[src/rtl/serin_rx.sv]
// serin_rx: POKEY serial-input receiver; synchronizes SID, frames start/8 data/stop bits
// on bitTick and delivers the byte to SERIN with status pulses for SKSTAT and IRQ.
module serin_rx (
  input  logic       clk,
  input  logic       reset,
  input  logic       skRst,
  input  logic       asyncMode,
  input  logic       bitTick,
  input  logic       sid,
  input  logic       serinRd,
  output logic       siDelay,
  output logic       sdiBusy,
  output logic       sdiOvrun,
  output logic       setFramer,
  output logic       serinIrq,
  output logic       timerReset,
  output logic [7:0] serinDout
);
  typedef enum logic [1:0] {IDLE, DATA, STOP} state_e;
  state_e state_q, state_d;
  logic [1:0] sync_q;
  logic       prev_q;
  logic [2:0] cnt_q, cnt_d;
  logic [7:0] sh_q, sh_d, dout_q, dout_d;
  logic       pend_q, pend_d;
  logic       irq_q, irq_d, fr_q, fr_d, ovr_q, ovr_d, tr_q, tr_d;
  logic       fall, start, done;
  assign fall  = prev_q & ~sync_q[1];
  assign start = asyncMode ? fall : bitTick & ~sync_q[1];
  assign done  = ~skRst & (state_q == STOP) & bitTick;
  always_ff @(posedge clk) begin
    if (reset) begin
      state_q <= IDLE;
      sync_q  <= 2'b11;
      prev_q  <= 1'b1;
      cnt_q   <= 3'd0;
      sh_q    <= 8'h00;
      dout_q  <= 8'h00;
      pend_q  <= 1'b0;
      irq_q   <= 1'b0;
      fr_q    <= 1'b0;
      ovr_q   <= 1'b0;
      tr_q    <= 1'b0;
    end else begin
      state_q <= state_d;
      sync_q  <= {sync_q[0], sid};
      prev_q  <= sync_q[1];
      cnt_q   <= cnt_d;
      sh_q    <= sh_d;
      dout_q  <= dout_d;
      pend_q  <= pend_d;
      irq_q   <= irq_d;
      fr_q    <= fr_d;
      ovr_q   <= ovr_d;
      tr_q    <= tr_d;
    end
  end
  always_comb begin
    state_d = state_q;
    if (skRst) state_d = IDLE;
    else if (state_q == IDLE && start) state_d = DATA;
    else if (state_q == DATA && bitTick && cnt_q == 3'd7) state_d = STOP;
    else if (done) state_d = IDLE;
  end
  // a read in the completion cycle is applied before the new byte sets pending
  always_comb begin
    cnt_d  = (skRst || state_q == IDLE) ? 3'd0 : (state_q == DATA && bitTick) ? cnt_q + 3'd1 : cnt_q;
    sh_d   = skRst ? 8'h00 : (state_q == DATA && bitTick) ? {sync_q[1], sh_q[7:1]} : sh_q;
    dout_d = done ? sh_q : dout_q;
    pend_d = ~skRst & (done | (pend_q & ~serinRd));
    irq_d  = done;
    fr_d   = done & ~sync_q[1];
    ovr_d  = done & pend_q & ~serinRd;
    tr_d   = ~skRst & (state_q == IDLE) & asyncMode & fall;
  end
  assign siDelay    = sync_q[1];
  assign sdiBusy    = state_q != IDLE;
  assign sdiOvrun   = ovr_q;
  assign setFramer  = fr_q;
  assign serinIrq   = irq_q;
  assign timerReset = tr_q;
  assign serinDout  = dout_q;
endmodule

[config.mk]
export PLATFORM = sky130hd
export DESIGN_NAME = serin_rx
export DESIGN_NICKNAME = d
export VERILOG_FILES = /design/src/rtl/serin_rx.sv
export SDC_FILE = /design/constraint.sdc
export NUM_CORES = 1
export LEC_CHECK = 0
export CORE_MARGIN = 2
export CORE_UTILIZATION = 44
export DETAILED_ROUTE_END_ITERATION = 10
export PLACE_DENSITY = 0.72
export RECOVER_POWER = 100
export SLEW_MARGIN = 0
export SYNTH_ARGS = -nofsm -noshare
export SYNTH_HDL_FRONTEND = slang
export SYNTH_SLANG_ARGS = --single-unit
[constraint.sdc]
create_clock -name clk -period 1 [get_ports clk]
set_input_delay 0.25 -clock clk [delete_from_list [all_inputs] [get_ports clk]]
set_output_delay 0.25 -clock clk [all_outputs]
set_load 0.03 [all_outputs]
==> run_results.csv <==
group,metric,value,unit
hold_path,min_to,"sync_q[1]$_SDFF_PP1_",
cells_and_area,layout.nets,156,
detailed_routing,drt_wl_total,2.69,mm
power_and_ir_drop,cellLeakagePower,0.753,nW
logic_synthesis,synth_cells,106,
cells_and_area,diodes,0,
clocking,cts_made_buffers,5,
sta,skew,0.00952,ns
setup_path,slowest_delay,0.33,ns
sta,setup_viol,39,
detailed_routing,drtIter0Drc,8,
setup_path,cp_top_family,"flip-flops",
cells_and_area,layout.cells.non_filler,176,
cells_and_area,drive_gt1_share,56.8,%
setup_path,reg2reg_setup_slack,-0.26,ns
clocking,clkSlewWorstSetupHoldPaths,0.09,ns
place,dp.cells,158,
logic_synthesis,synth-adder-area-share,2.35,%
flow_run,max_cap_violations,0,
cells_and_area,fill_cells,151,
global_routing,antenna_found_initial,0,
setup_path,critPathSlowestCell,"dfxtp_2",
detailed_routing,vias,897,
place,io_buffers,20,
global_routing,grt_max_degree,15,
sta,slew_headroom,74.3,%
floorplanning,num_rows,17,
sta,rsz0062_at_grt,"yes",
cells_and_area,final_common_cell,"buf_6",
setup_path,r2r_cells,4,
sta,fin_crit_sh,130,%
global_routing,grt_pass1_wl,4.00,mm
sta,fmax,767,MHz
clocking,clock-root-buffer,"clkbuf_4",
power_and_ir_drop,total_power,2.27,mW
sta,finalHoldViolations,0,
floorplanning,die_h,53.2,um
logic_synthesis,synth_seq_cells,29,
floorplanning,core-area,2250,um^2
detailed_routing,drc,0,
logic_synthesis,synth_edf_count,0,
floorplanning,die-area,2830,um^2
setup_path,r2r-start,"state_q[0]$_SDFFE_PP0P_",
clocking,cts_tree,"done",
logic_synthesis,ys_types,23,
outcome,status,"complete, but fails checks",
logic_synthesis,synth-compound-area-share,6.34,%
logic_synthesis,synthFlopType,"dfxtp_1",
sta,worst_slack,-0.304,ns
floorplanning,initial_core_util,47.3,%
sta,tightestPinTransition,0.385,ns
clocking,htreeDepth,2,
place,gp_congestion,0.725,
logic_synthesis,synthSimpleGateAreaFrac,23.5,%
setup_path,r2r-end,"state_q[1]$_SDFFE_PP0P_",
global_routing,grt_pass1_vias,862,
hold_path,min_path_cells,1,
power_and_ir_drop,ir_drop,1.20,mV
logic_synthesis,yosysWarnings,0,
logic_synthesis,syn_area,1070,um^2
setup_path,cp_num_buf_inv,1,
place,dpl.hpwl,1.41,mm
setup_path,endpoint_kind,"output pin",
logic_synthesis,synth_top_family_by_area,"simple AND/OR/NAND/NOR gates",
place,dp_slack,-0.501,ns
detailed_routing,ant_nets,0,
setup_path,cp-start-kind,"flop",
setup_path,arrival,1.05,ns
cells_and_area,multi_input_area,592,um^2
detailed_routing,viasPerCell,5.10,
power_and_ir_drop,power-per-cell-area,1310,nW/um^2
logic_synthesis,syn_nets,115,
cells_and_area,final_cell_mix,"buf_6 (17), dfxtp_2 (14), dfxtp_1 (14), buf_4 (12), nor2_1 (11)",
logic_synthesis,synth_xor_area_share,0.822,%
cells_and_area,area_growth,62.3,%
logic_synthesis,yosysSeqAreaShare,54.5,%
detailed_routing,wire_per_inst,15.3,um
clocking,insertion_delay,0.33,ns
global_routing,grt_usage,21.5,%
outcome,violations,"setup timing",
global_routing,grt_overflow,0,
sta,report.final.slew_viol_count,0,
hold_path,hold_path_class,"reg -> reg",
logic_synthesis,postSynth.asyncResetShare,0,%
logic_synthesis,avgSynthCellArea,10.1,um^2
logic_synthesis,muxShareOfSynthArea,9.39,%
sta,min_period,1.30,ns
detailed_routing,drt_pre_antenna_iters,4,
sta,tns,-4.62,ns
setup_path,required,0.75,ns
cells_and_area,seq_area,602,um^2
clocking,cts.path.max_buffers,2,
hold_path,hp-start,"sync_q[0]$_SDFF_PP1_",
setup_path,crit_fanout,2,
clocking,cts.sinks,29,
floorplanning,die_w,53.2,um
floorplanning,ios,21,
setup_path,criticalPathCategory,"reg -> out",
setup_path,crit_chain,"or2_4, buf_6",
-- worst max path at each step --
| stage | start | end | slack, ns | cells past startpoint |
|---|---|---|---|---|
| detailed placement | bitTick | cnt_q[0]$_SDFFE_PP0P_ | -0.50 | 5 |
| finish | state_q[0]$_SDFFE_PP0P_ | sdiBusy | -0.30 | 2 |
| global placement | bitTick | serinDout[7]$_SDFFE_PP0P_ | -0.45 | 5 |
| global route | state_q[0]$_SDFFE_PP0P_ | sdiBusy | -0.33 | 2 |
| CTS | state_q[1]$_SDFFE_PP0P_ | sdiBusy | -0.30 | 2 |
| floorplan | state_q[0]$_SDFFE_PP0P_ | state_q[1]$_SDFFE_PP0P_ | -0.11 | 3 |
-- state kept, by name (all words and copies together) (netlist names) --
register,count
setFramer,1
state_q,2
serinIrq,1
prev_q,1
sdiOvrun,1
sync_q,2
sh_q,8
serinDout,8
cnt_q,3
pend_q,1
timerReset,1
-- where the power goes --
group / internal (mW) / switching [mW] / leakage [nW]
clock: 0.597 / 0.401 / 0.0455
combinational: 0.0552 / 0.0569 / 0.465
sequential: 1.16 / 0.00295 / 0.242
-- cell type report --
cell class                      count  area share (%)
Sequential cell                    29            34.8
Multi-Input combinational cell     71            34.2
Clock inverter                      1            1.74
Clock buffer                        7            3.18
Timing Repair Buffer               39            23.9
Tap cell                           28            2.02
Inverter                            1           0.217
-- cells in the mapped netlist (2+ instances only) --
cell	instances	area [um^2]
a21oi_1	10	50.1
buf_2	3	15.0
dfxtp_1	29	581
ha_1	2	25.0
mux2i_1	10	100
nand2_1	18	67.6
nand2b_1	2	12.5
nor2_1	12	45.0
nor3_2	2	20.0
or2_1	5	31.3
-- cells by family after synthesis --
logic type,count (synthesis)
simple gates,46
flops,29
compound gates,12
mux,10
buf+inv,6
fa+ha+maj,2
xor+xnor,1
-- worst register-to-register path: cells and delay by family, from the launching register on --
family / cells / cell delay (ns)
and+or+nand+nor: 2 / 0.42
buffers and inverters: 1 / 0.14
DFF: 1 / 0.33
AOI/OAI and AO/OA: 1 / 0.26
-- per-stage QoR --
| stage | instance area (um^2) | util [%] | hold WS (ns) |
|---|---|---|---|
| 3_5_place_dp | 1330 | 59.1 | 0.389 |
| 2_1_floorplan | 1070 | - | 0.320 |
| 5_1_grt | 1730 | 76.7 | 0.452 |
| 4_1_cts | 1630 | 72.4 | 0.414 |
| 6_report | 1730 | 76.7 | 0.411 |
| 3_3_place_gp | 1330 | 59.1 | 0.391 |
-- per-layer routing --
metal  global-route usage [%]  wire (um)
met4                     14.1         93
met2                     35.0       1430
met5                        0          0
met3                     9.60        111
met1                     22.1       1060
-- what timing repair did --
item,CTS,global route
endpoints found under the setup margin,39,39
cloned,1,0
pin swaps,6,6
gates resized for setup,46,23
hold buffers,0,0
buffers inserted,6,3
No activity file was read; power rests on OpenSTA's default activity.
